## src/rtl/dm_pkg.sv

```systemverilog
// Shared constants, types and helpers for the driver-monitor front end.
// Feature width, default tuning values and jerk saturation.
package dm_pkg;

  localparam int FEAT_W        = 8;
  localparam int WIN_LOG2_DEF  = 2;
  localparam int TIMEOUT_DEF   = 1000;
  localparam int BRAKE_MAX_DEF = 127;

  typedef logic signed [FEAT_W-1:0] feat_t;

  // Narrow a 9-bit signed difference to the 8-bit feature range.
  function automatic feat_t sat8(
    input logic signed [FEAT_W:0] v
  );
    feat_t r;
    if (v > 9'sd127) begin
      r = 8'sd127;
    end else if (v < -9'sd128) begin
      r = -8'sd128;
    end else begin
      r = v[FEAT_W-1:0];
    end
    return r;
  endfunction

endpackage

```

## src/rtl/feature_extractor_if.sv

```systemverilog
// Sample-in / feature-out bundle of the feature extractor.
// The master drives raw samples; the slave returns features.
interface feature_extractor_if;
  import dm_pkg::*;

  logic              sample_valid;
  logic [FEAT_W-1:0] accel_raw;
  logic [FEAT_W-1:0] steer_raw;
  logic [FEAT_W-1:0] brake_raw;
  logic [FEAT_W-1:0] accel;
  logic [FEAT_W-1:0] jerk;
  logic [FEAT_W-1:0] steer;
  logic [FEAT_W-1:0] brake;
  logic              feat_valid;
  logic              stale;

  modport master (
    output sample_valid,
    output accel_raw,
    output steer_raw,
    output brake_raw,
    input  accel,
    input  jerk,
    input  steer,
    input  brake,
    input  feat_valid,
    input  stale
  );

  modport slave (
    input  sample_valid,
    input  accel_raw,
    input  steer_raw,
    input  brake_raw,
    output accel,
    output jerk,
    output steer,
    output brake,
    output feat_valid,
    output stale
  );

endinterface

```

## src/rtl/feature_extractor_accel_mavg.sv

```systemverilog
// Moving-average filter for the accel feature.
// Window shift register, running sum and floor-shift average.
module accel_mavg
  import dm_pkg::*;
#(
  parameter int WIN_LOG2 = WIN_LOG2_DEF
) (
  input  logic  clk,
  input  logic  rst,
  input  logic  en,
  input  logic  flush,
  input  feat_t din,
  output feat_t avg
);

  localparam int WIN = 1 << WIN_LOG2;
  localparam int SW  = FEAT_W + WIN_LOG2;

  feat_t                win_q [WIN];
  logic signed [SW-1:0] sum_q;
  logic signed [SW-1:0] sum_next;

  // Running sum with the new sample in and the oldest out; the
  // arithmetic shift floors toward negative infinity.
  always_comb begin
    sum_next = sum_q
             + SW'(din)
             - SW'(win_q[WIN-1]);
    avg = feat_t'(sum_next >>> WIN_LOG2);
  end

  // Window and sum update; a flush empties the window.
  always_ff @(posedge clk or posedge rst) begin
    if (rst) begin
      sum_q <= '0;
      for (int i = 0; i < WIN; i++) begin
        win_q[i] <= '0;
      end
    end else if (flush) begin
      sum_q <= '0;
      for (int i = 0; i < WIN; i++) begin
        win_q[i] <= '0;
      end
    end else if (en) begin
      sum_q    <= sum_next;
      win_q[0] <= din;
      for (int i = 1; i < WIN; i++) begin
        win_q[i] <= win_q[i-1];
      end
    end
  end

endmodule

```

## src/rtl/feature_extractor.sv

```systemverilog
// Driver-monitor front end: filtered accel, jerk, steer and
// clamped brake, qualified by warm-up and idle timeout.
module feature_extractor
  import dm_pkg::*;
#(
  parameter int WIN_LOG2  = WIN_LOG2_DEF,
  parameter int TIMEOUT   = TIMEOUT_DEF,
  parameter int BRAKE_MAX = BRAKE_MAX_DEF
) (
  input logic               clk,
  input logic               rst,
  feature_extractor_if.slave bus
);

  localparam int WIN = 1 << WIN_LOG2;
  localparam int CW  = $clog2(WIN + 1);
  localparam int IW  = $clog2(TIMEOUT + 1);

  localparam logic [CW-1:0] WIN_C = CW'(WIN);
  localparam logic [IW-1:0] TO_C  = IW'(TIMEOUT);
  localparam logic [IW-1:0] TO_M1 = IW'(TIMEOUT - 1);
  localparam logic [FEAT_W-1:0] BMAX = FEAT_W'(BRAKE_MAX);

  feat_t             avg;
  feat_t             avg_prev_q;
  feat_t             accel_q;
  feat_t             jerk_q;
  feat_t             steer_q;
  feat_t             jerk_sat;
  logic [FEAT_W-1:0] brake_q;
  logic [FEAT_W-1:0] brake_clamp;
  logic signed [FEAT_W:0] jerk_raw;
  logic              fv_q;
  logic              stale_q;
  logic [CW-1:0]     warm_q;
  logic [IW-1:0]     idle_q;
  logic              take;
  logic              flush;

  accel_mavg #(
    .WIN_LOG2 (WIN_LOG2)
  ) u_mavg (
    .clk   (clk),
    .rst   (rst),
    .en    (take),
    .flush (flush),
    .din   (feat_t'(bus.accel_raw)),
    .avg   (avg)
  );

  // Sample strobe, timeout detect, jerk and brake shaping.
  // A sample in the would-be timeout cycle suppresses the flush.
  always_comb begin
    take        = bus.sample_valid;
    flush       = !take && (idle_q == TO_M1);
    jerk_raw    = (FEAT_W+1)'(avg)
                - (FEAT_W+1)'(avg_prev_q);
    jerk_sat    = sat8(jerk_raw);
    brake_clamp = (bus.brake_raw > BMAX)
                ? BMAX : bus.brake_raw;
  end

  // Feature registers, warm-up count and idle timeout.
  always_ff @(posedge clk or posedge rst) begin
    if (rst) begin
      accel_q    <= '0;
      jerk_q     <= '0;
      steer_q    <= '0;
      brake_q    <= '0;
      fv_q       <= 1'b0;
      stale_q    <= 1'b0;
      avg_prev_q <= '0;
      warm_q     <= '0;
      idle_q     <= '0;
    end else if (take) begin
      accel_q    <= avg;
      jerk_q     <= jerk_sat;
      steer_q    <= feat_t'(bus.steer_raw);
      brake_q    <= brake_clamp;
      fv_q       <= (warm_q == WIN_C);
      stale_q    <= 1'b0;
      avg_prev_q <= avg;
      idle_q     <= '0;
      if (warm_q != WIN_C) begin
        warm_q <= warm_q + CW'(1);
      end
    end else begin
      fv_q <= 1'b0;
      if (idle_q != TO_C) begin
        idle_q <= idle_q + IW'(1);
      end
      if (flush) begin
        accel_q    <= '0;
        jerk_q     <= '0;
        steer_q    <= '0;
        brake_q    <= '0;
        avg_prev_q <= '0;
        warm_q     <= '0;
        stale_q    <= 1'b1;
      end
    end
  end

  assign bus.accel      = accel_q;
  assign bus.jerk       = jerk_q;
  assign bus.steer      = steer_q;
  assign bus.brake      = brake_q;
  assign bus.feat_valid = fv_q;
  assign bus.stale      = stale_q;

endmodule

```

## src/flat_wrapper.sv

```systemverilog
// flat-port wrapper written by rule: the top's interface ports become plain ports
module feature_extractor_flat import dm_pkg::*;
#(
  parameter int WIN_LOG2  = WIN_LOG2_DEF,
  parameter int TIMEOUT   = TIMEOUT_DEF,
  parameter int BRAKE_MAX = BRAKE_MAX_DEF
)
  (clk, rst, bus_sample_valid, bus_accel_raw, bus_steer_raw, bus_brake_raw, bus_accel, bus_jerk, bus_steer, bus_brake, bus_feat_valid, bus_stale);
  feature_extractor_if bus_i ();
  input logic clk;
  input logic rst;
  input wire logic [$bits(bus_i.sample_valid)-1:0] bus_sample_valid;
  input wire logic [$bits(bus_i.accel_raw)-1:0] bus_accel_raw;
  input wire logic [$bits(bus_i.steer_raw)-1:0] bus_steer_raw;
  input wire logic [$bits(bus_i.brake_raw)-1:0] bus_brake_raw;
  output wire logic [$bits(bus_i.accel)-1:0] bus_accel;
  output wire logic [$bits(bus_i.jerk)-1:0] bus_jerk;
  output wire logic [$bits(bus_i.steer)-1:0] bus_steer;
  output wire logic [$bits(bus_i.brake)-1:0] bus_brake;
  output wire logic [$bits(bus_i.feat_valid)-1:0] bus_feat_valid;
  output wire logic [$bits(bus_i.stale)-1:0] bus_stale;
  assign bus_i.sample_valid = bus_sample_valid;
  assign bus_i.accel_raw = bus_accel_raw;
  assign bus_i.steer_raw = bus_steer_raw;
  assign bus_i.brake_raw = bus_brake_raw;
  assign bus_accel = bus_i.accel;
  assign bus_jerk = bus_i.jerk;
  assign bus_steer = bus_i.steer;
  assign bus_brake = bus_i.brake;
  assign bus_feat_valid = bus_i.feat_valid;
  assign bus_stale = bus_i.stale;
  feature_extractor #(.WIN_LOG2(WIN_LOG2), .TIMEOUT(TIMEOUT), .BRAKE_MAX(BRAKE_MAX)) u_core (.clk(clk), .rst(rst), .bus(bus_i));
endmodule
```

## config.mk

```make
export PLATFORM = sky130hd
export DESIGN_NAME = feature_extractor_flat
export DESIGN_NICKNAME = d
export VERILOG_FILES = /design/src/rtl/dm_pkg.sv /design/src/rtl/feature_extractor_if.sv /design/src/rtl/feature_extractor_accel_mavg.sv /design/src/rtl/feature_extractor.sv /design/src/flat_wrapper.sv
export SDC_FILE = /design/constraint.sdc
export NUM_CORES = 1
export LEC_CHECK = 0
export ABC_AREA = 0
export CAP_MARGIN = 20
export CORE_AREA = 2 2 96 98
export DETAILED_ROUTE_END_ITERATION = 8
export DIE_AREA = 0 0 98 100
export PLACE_DENSITY_LB_ADDON = 0.1
export REMOVE_ABC_BUFFERS = 1
export SLEW_MARGIN = 10
export SYNTH_ARGS = -nofsm -noshare
export SYNTH_HDL_FRONTEND = slang
export SYNTH_SLANG_ARGS = --single-unit
```

## constraint.sdc

```tcl
create_clock -name clk -period 7.1 [get_ports clk]
set_input_delay 1.42 -clock clk [delete_from_list [all_inputs] [get_ports clk]]
set_output_delay 1.42 -clock clk [all_outputs]
set_load 0.02 [all_outputs]
```

==> flow_metrics.env, run 1 <==
export IMPL_outcome="complete, no violations"
export IMPL_timing_setup_critical_path_class="in2reg"
export IMPL_reg2reg_to="u_core.bus.jerk[3]"
export IMPL_start_util_pct=52.57
export IMPL_totalPowerFinal_mw=3.130
export IMPL_detail_route_first_pass_iterations=4
export IMPL_synth_seq_cells=89
export IMPL_die_h_um=100
export IMPL_synth_warning_count=0
export IMPL_route_vias_total=3639
export IMPL_hold_path_startpoint="u_core.u_mavg.win_q[20]"
export IMPL_final_net_count=630
export IMPL_worstSetupEndpointType="flip-flop"
export IMPL_whs_path_depth=2
export IMPL_post_route_drc_count=0
export IMPL_clk_root_buffer_cell="clkbuf_8"
export IMPL_worst_r2r_setup_slack_ns=2.98
export IMPL_cp_data_required_time_ns=7.35
export IMPL_startpoint_kind_of_the_worst_setup_timing_path="input port"
export IMPL_r2r_cells=16
export IMPL_area_growth_syn_to_layout_pct=19.01
export IMPL_globalRouteMet2Util_pct=33.40
export IMPL_synth_top_cell_by_area="dfrtp_1"
export IMPL_postSynth_topFlopCell="dfrtp_1"
export IMPL_drt_total_wl_um=9065
export IMPL_syn_std_cell_area_mm2=0.004673
export IMPL_cts_resized=0
export IMPL_power_ir_vdd_worst_v=0.0004138
export IMPL_dp_worst_setup_slack_ns=1.409
export IMPL_cts_hold_fix_buffers=0
export IMPL_gp_routability_congestion=0.8832
export IMPL_postSynthAreaPerCell_um2=8.970
export IMPL_critical_path_max_fanout=11
export IMPL_grt_max_degree=90
export IMPL_die_width_um=98
export IMPL_grt_util_met1_pct=25.94
export IMPL_floorplan_io_pins=61
export IMPL_initial_antenna_violation_count=0
export IMPL_core_rowCount=35
export IMPL_max_cap_violations=0
export IMPL_holdCritPathClass="reg2reg"
export IMPL_worst_slew_pin_transition_ns=0.7991
export IMPL_relSlewSlack_pct=46.73
export IMPL_most_frequently_used_cell_type_in_the_post_synthesis_netlist="nand2_1"
export IMPL_antenna_violating_nets_post_route=0
export IMPL_clock_sink_count=89
export IMPL_synth_async_sr_flop_share_pct=100.0
export IMPL_cts_max_path_buffers=2
export IMPL_critical_path_reg2reg_startpoint="u_core.u_mavg.win_q[2]"
export IMPL_totalNegativeSetupSlack_ns=0
export IMPL_worst_endpoint_arrival_ns=5.57
export IMPL_vias_in_the_first_global_route=3624
export IMPL_synth_top_cell_area_share_pct=47.66
export IMPL_port_buffer_count=60
export IMPL_timing_max_transition_violations_final=0
export IMPL_tritoncts_num_buffers=9
export IMPL_insertedDiodeCount=0
export IMPL_fin_ws_ns=1.776
export IMPL_gr_max_usage_layer="met2"
export IMPL_grt_overflow_total=0
export IMPL_grtUsageTotal_pct=19.80
export IMPL_ctsHtreeMaxLevel=3
export IMPL_leakage_nw=2.566
export IMPL_pwr_density_cell_mw_per_mm2=562.7
export IMPL_met3_usage_pct=3.621
export IMPL_min_period_ns=5.324
export IMPL_post_synth_inst_count=521
export IMPL_finalClockSkew_ns=0.01020
export IMPL_final_layout_size_suffix_gt1_share_pct=4.181
export IMPL_die_outline_area_mm2=0.009800
export IMPL_final_fill_count=737
export IMPL_timing_final_hold_violations=0
export IMPL_clk_pin_slew_worst_paths_ns=0.09
export IMPL_setup_repair_after_global_routing_missed_its_margin="false"
export IMPL_fin_worst_hold_slack_ns=0.4854
export IMPL_cts_setup_buffers=0
export IMPL_drt_vias_per_instance=5.312
export IMPL_synth_cell_types=43
export IMPL_yosys_top_cells_area="dfrtp_1 48%, nand2_1 9.5%, o21ai_0 6.7%"
export IMPL_detailed_place_hpwl_um=6120
export IMPL_synth_edf_count=0
export IMPL_synth_top_cells_by_count="118 x nand2_1, 89 x dfrtp_1, 63 x o21ai_0"
export IMPL_routed_wire_length_per_instance_um=13.23
export IMPL_worst_hold_endpoint="u_core.u_mavg.win_q[12]"
export IMPL_tritoncts="done"
export IMPL_setup_violations_final=0
export IMPL_worstSkewPairLatency_ns=0.35
export IMPL_period_share_pct=74.99
export IMPL_synth_seq_area_share_pct=47.66
export IMPL_global_route_wire_length_before_repair_um=16080
export IMPL_max_freq_mhz=187.8
export IMPL_drt_initial_drc_count=157
export IMPL_core_area_mm2=0.008890
==> cells by family after synthesis <==
kind of cell / synth area share (%)
AO/OA/AOI/OAI: 14.38
buffers and inverters: 5.355
flip-flops: 47.66
AND/OR/NAND/NOR: 18.15
adder cells (fa/ha/maj): 10.66
multiplexers: 0.4284
XOR/XNOR: 3.373
==> cells in the final DEF (no fill, tap or decap), types with 12 or more instances in the layout <==
cell             synthesis  routed
a21oi_1                 30      30
ha_1                    23      23
xnor2_1                 13      13
inv_1                   39      38
clkdlybuf4s50_1          0      59
nand3_1                 12      12
dfrtp_1                 89      89
nand2_1                118     118
o21ai_0                 63      63
nor2_1                  28      28
==> registers in the layout, indices dropped and copies added, names as in the netlist <==
signal,cells
u_core.u_mavg.win_q,32
u_core.idle_q,10
u_core.u_mavg.sum_q,10
u_core.bus.accel,8
u_core.bus.brake,8
u_core.bus.jerk,8
u_core.bus.steer,8
u_core.warm_q,3
u_core.bus.feat_valid,1
u_core.bus.stale,1
==> critical path, stage by stage <==
cell,delay (ns)
clkdlybuf4s50_1,0.48
inv_1,0.06
fa_1,0.53
inv_1,0.04
ha_1,0.34
nor2b_1,0.15
o21a_1,0.17
o21ai_0,0.28
nand2b_1,0.15
a21oi_1,0.19
xnor2_1,0.09
ha_1,0.24
or2_2,0.29
or3_1,0.30
o22ai_1,0.13
nor2_1,0.17
maj3_1,0.36
a22o_1,0.18
==> how the worst max path moves through the flow <==
stage                startpoint  slack [ns]            endpoint
2_1_floorplan  bus_accel_raw[1]        2.22  u_core.bus.jerk[3]
3_5_place_dp   bus_accel_raw[2]        1.41  u_core.bus.jerk[3]
6_report       bus_accel_raw[2]        1.78  u_core.bus.jerk[3]
3_3_place_gp   bus_accel_raw[2]        1.51  u_core.bus.jerk[3]
4_1_cts        bus_accel_raw[2]        1.77  u_core.bus.jerk[3]
5_1_grt        bus_accel_raw[2]        1.49  u_core.bus.jerk[4]
==> stage by stage <==
step                cell area [µm²]  cells  util [%]
floorplan                      4569    496         -
global placement               5330    670     59.96
detailed placement             5330    670     59.96
CTS                            5558    685     62.52
global route                   5562    685     62.56
finish                         5562    685     62.56
==> layer usage <==
| layer | up-vias | share of wire [%] |
|---|---|---|
| met5 | - | 0 |
| met4 | 0 | 1.7 |
| met3 | 12 | 3.9 |
| met2 | 79 | 48 |
| met1 | 1724 | 47 |
| li1 | 1824 | - |
==> where the power goes <==
group	switching [mW]	internal (mW)
logic	1.14	0.878
registers	0.0768	0.638
clock network	0.179	0.216
total	1.40	1.73
==> final cells by class <==
| type | instances | area [µm²] | share of cell area [%] |
|---|---|---|---|
| clock inverters | 4 | 76.32 | 1.372 |
| multi-input cells | 368 | 2196 | 39.48 |
| repair buffers | 63 | 624.3 | 11.23 |
| well taps | 111 | 138.9 | 2.497 |
| flip-flops and latches | 89 | 2227 | 40.05 |
| inverters | 39 | 147.6 | 2.655 |
| clock buffers | 11 | 151.4 | 2.722 |
No activity file was read; power rests on OpenSTA's default activity.
==> run 2, diff against run 1 <==
- clock period: 7.1 -> 5 ns (I/O delays scaled with it)
==> run 2 against run 1 <==
Non-clock buffer count rose by 11. Flip-flop and latch count did not move. Register-to-register slack got worse by 2.0 ns. Global-route usage rose by 0.91 points. Cell area rose by 1.3%. Critical endpoint unchanged. Largest power group unchanged. Highest routed layer unchanged.
==> flow_metrics.env, run 2 (same netlist as run 1, synthesis figures left out) <==
export IMPL_outcome="complete, no violations"
export IMPL_critical_path_top_delay_family="adder cells"
export IMPL_worstPathBufferInverterCount=2
export IMPL_worst_r2r_setup_slack_ns=1.03
export IMPL_sw_frac_of_total_pct=44.30
export IMPL_commonest_non_fill_non_tap_cells_in_the_layout="118 x nand2_1, 89 x dfrtp_1, 63 x o21ai_0"
export IMPL_timing_max_transition_violations_final=0
export IMPL_min_period_ns=4.690
export IMPL_period_share_pct=93.81
export IMPL_worst_endpoint_arrival_ns=4.94
export IMPL_cts_hold_fix_buffers=0
export IMPL_core_rowCount=35
export IMPL_setup_violations_final=0
export IMPL_die_outline_area_mm2=0.009800
export IMPL_slowest_delay_ns=0.57
export IMPL_netSwitchingPower_mw=2.091
export IMPL_pwr_share_clk_pct=11.4
export IMPL_worst_path_stages=17
export IMPL_multiInputGateArea_mm2=0.002196
export IMPL_critical_path_max_fanout=3
export IMPL_worstSkewPairLatency_ns=0.37
export IMPL_worstSetupEndpointType="flip-flop"
export IMPL_drt_initial_drc_count=114
export IMPL_layout_top_registers="u_core.u_mavg.win_q x32, u_core.idle_q x10, u_core.u_mavg.sum_q x10"
export IMPL_detailed_place_area_mm2=0.005405
export IMPL_cts_resized=0
export IMPL_r2r_cells=17
export IMPL_crit_chain="clkdlybuf4s50_1 > fa_1 > inv_1 > fa_1 > nor2b_1 > o21a_1 > o21ai_0 > a21oi_1 > nor2_1 > xnor2_1 > ha_1 > a21o_1 > or3_1 > o22ai_1 > nor2_1 > maj3_1 > a22o_1"
export IMPL_grtUsageTotal_pct=20.71
export IMPL_critical_path_reg2reg_startpoint="u_core.u_mavg.win_q[1]"
export IMPL_post_route_drc_count=0
export IMPL_finalClockSkew_ns=0.01314
export IMPL_detail_route_first_pass_iterations=5
export IMPL_whs_path_depth=2
export IMPL_timing_final_hold_violations=0
export IMPL_max_cap_violations=0
export IMPL_final_fill_count=757
export IMPL_area_growth_syn_to_layout_pct=20.62
export IMPL_tritoncts_num_buffers=9
export IMPL_placed_cells=680
export IMPL_drt_total_wl_um=9435
export IMPL_ctsHtreeMaxLevel=3
export IMPL_reg2reg_to="u_core.bus.jerk[3]"
export IMPL_clock_sink_count=89
export IMPL_setup_repair_after_global_routing_missed_its_margin="false"
export IMPL_global_route_wire_length_before_repair_um=16690
export IMPL_holdCritPathClass="reg2reg"
export IMPL_port_buffer_count=60
export IMPL_max_freq_mhz=213.2
export IMPL_register_area_mm2=0.002227
export IMPL_clk_root_buffer_cell="clkbuf_8"
export IMPL_cts_setup_buffers=0
export IMPL_final_layout_size_suffix_gt1_share_pct=6.143
export IMPL_start_util_pct=52.57
export IMPL_mostFrequentLayoutCell="nand2_1"
export IMPL_tritoncts="done"
export IMPL_final_net_count=641
export IMPL_relSlewSlack_pct=54.28
export IMPL_startpoint_kind_of_the_worst_setup_timing_path="input port"
export IMPL_largest_reg_flops=32
export IMPL_grt_max_degree=66
export IMPL_antenna_violating_nets_post_route=0
export IMPL_worst_path_max_delay_cell="fa_1"
export IMPL_leakage_nw=2.612
export IMPL_p_int_mw=2.629
export IMPL_gp_routability_congestion=0.8509
export IMPL_seq_power_share_pct=21.5
export IMPL_hold_path_startpoint="u_core.u_mavg.win_q[12]"
export IMPL_die_width_um=98
export IMPL_post_route_util_pct=63.41
export IMPL_fin_cells=697
export IMPL_timing_setup_critical_path_class="in2reg"
export IMPL_cp_data_required_time_ns=5.25
export IMPL_stdcell_area_mm2=0.005637
export IMPL_pwr_density_cell_mw_per_mm2=837.5
export IMPL_core_area_mm2=0.008890
export IMPL_worst_slew_pin_transition_ns=0.6796
export IMPL_routed_wire_length_per_instance_um=13.54
export IMPL_grt_overflow_total=0
export IMPL_insertedDiodeCount=0
export IMPL_die_h_um=100
export IMPL_power_ir_vdd_worst_v=0.0004789
export IMPL_top_register="u_core.u_mavg.win_q"
export IMPL_drt_vias_per_instance=5.254
export IMPL_floorplan_io_pins=61
export IMPL_power_share_combinational_pct=67.1
export IMPL_detailed_place_hpwl_um=6487
export IMPL_vias_in_the_first_global_route=3678
export IMPL_fin_worst_hold_slack_ns=0.4730
export IMPL_worst_hold_endpoint="u_core.u_mavg.win_q[4]"
export IMPL_initial_antenna_violation_count=0
export IMPL_clk_pin_slew_worst_paths_ns=0.10
export IMPL_route_vias_total=3662
export IMPL_cts_max_path_buffers=2
run 2: final cells by class:
class / instances / share of cell area [%]
Clock buffer: 10 / 2.442
Clock inverter: 6 / 1.310
Inverter: 39 / 2.619
Multi-Input combinational cell: 368 / 38.96
Sequential cell: 89 / 39.51
Tap cell: 111 / 2.464
Timing Repair Buffer: 74 / 12.70
run 2: power groups by stage:
| stage | logic (mW) | registers, mW | clock network (mW) |
|---|---|---|---|
| 2_1_floorplan | 2.12 | 1.10 | 0 |
| 3_3_place_gp | 3.08 | 1.03 | 0 |
| 3_5_place_dp | 3.16 | 1.03 | 0 |
| 4_1_cts | 3.18 | 1.02 | 0.551 |
| 5_1_grt | 3.65 | 1.04 | 0.573 |
| 6_report | 3.17 | 1.01 | 0.537 |
run 2: worst register-to-register path, cell delays in order (launching register included):
cell	delay, ns
dfrtp_1	0.36
inv_1	0.06
fa_1	0.53
inv_1	0.06
fa_1	0.45
nor2b_1	0.15
o21a_1	0.14
o21ai_0	0.12
a21oi_1	0.24
nor2_1	0.08
xnor2_1	0.13
ha_1	0.29
a21o_1	0.18
or3_1	0.35
o22ai_1	0.13
nor2_1	0.08
maj3_1	0.34
a22o_1	0.18
run 2: how the worst max path moves through the flow:
stage	slack, ns	from	endpoint
global route	0.10	bus_accel_raw[1]	u_core.bus.jerk[3]
global placement	0.05	bus_accel_raw[2]	u_core.bus.jerk[3]
finish	0.31	bus_accel_raw[1]	u_core.bus.jerk[3]
detailed placement	-0.04	bus_accel_raw[2]	u_core.bus.jerk[3]
floorplan	0.54	bus_accel_raw[1]	u_core.bus.jerk[3]
CTS	0.35	bus_accel_raw[2]	u_core.bus.jerk[3]
run 2: metrics by stage:
stage,total power [mW],setup WS [ns],TNS [ns]
after floorplan,3.224,0.5442,0
after global placement,4.105,0.05493,0
after detailed placement,4.190,-0.03723,-0.03723
after CTS,4.750,0.3537,0
after global routing,5.260,0.1021,0
final,4.721,0.3096,0
run 2: layer usage:
layer / GRT usage [%] / wire, µm / vias to the layer above
li1: - / - / 1842
met1: 27.46 / 4492 / 1728
met2: 34.14 / 4394 / 81
met3: 4.875 / 411 / 11
met4: 6.410 / 137 / 0
met5: 0 / 0 / -
==> run 3, diff against run 2 <==
- HOLD_SLACK_MARGIN: default -> 0.02
==> results of run 3 <==
Final layout, timing and power as in run 2 (identical DEF).
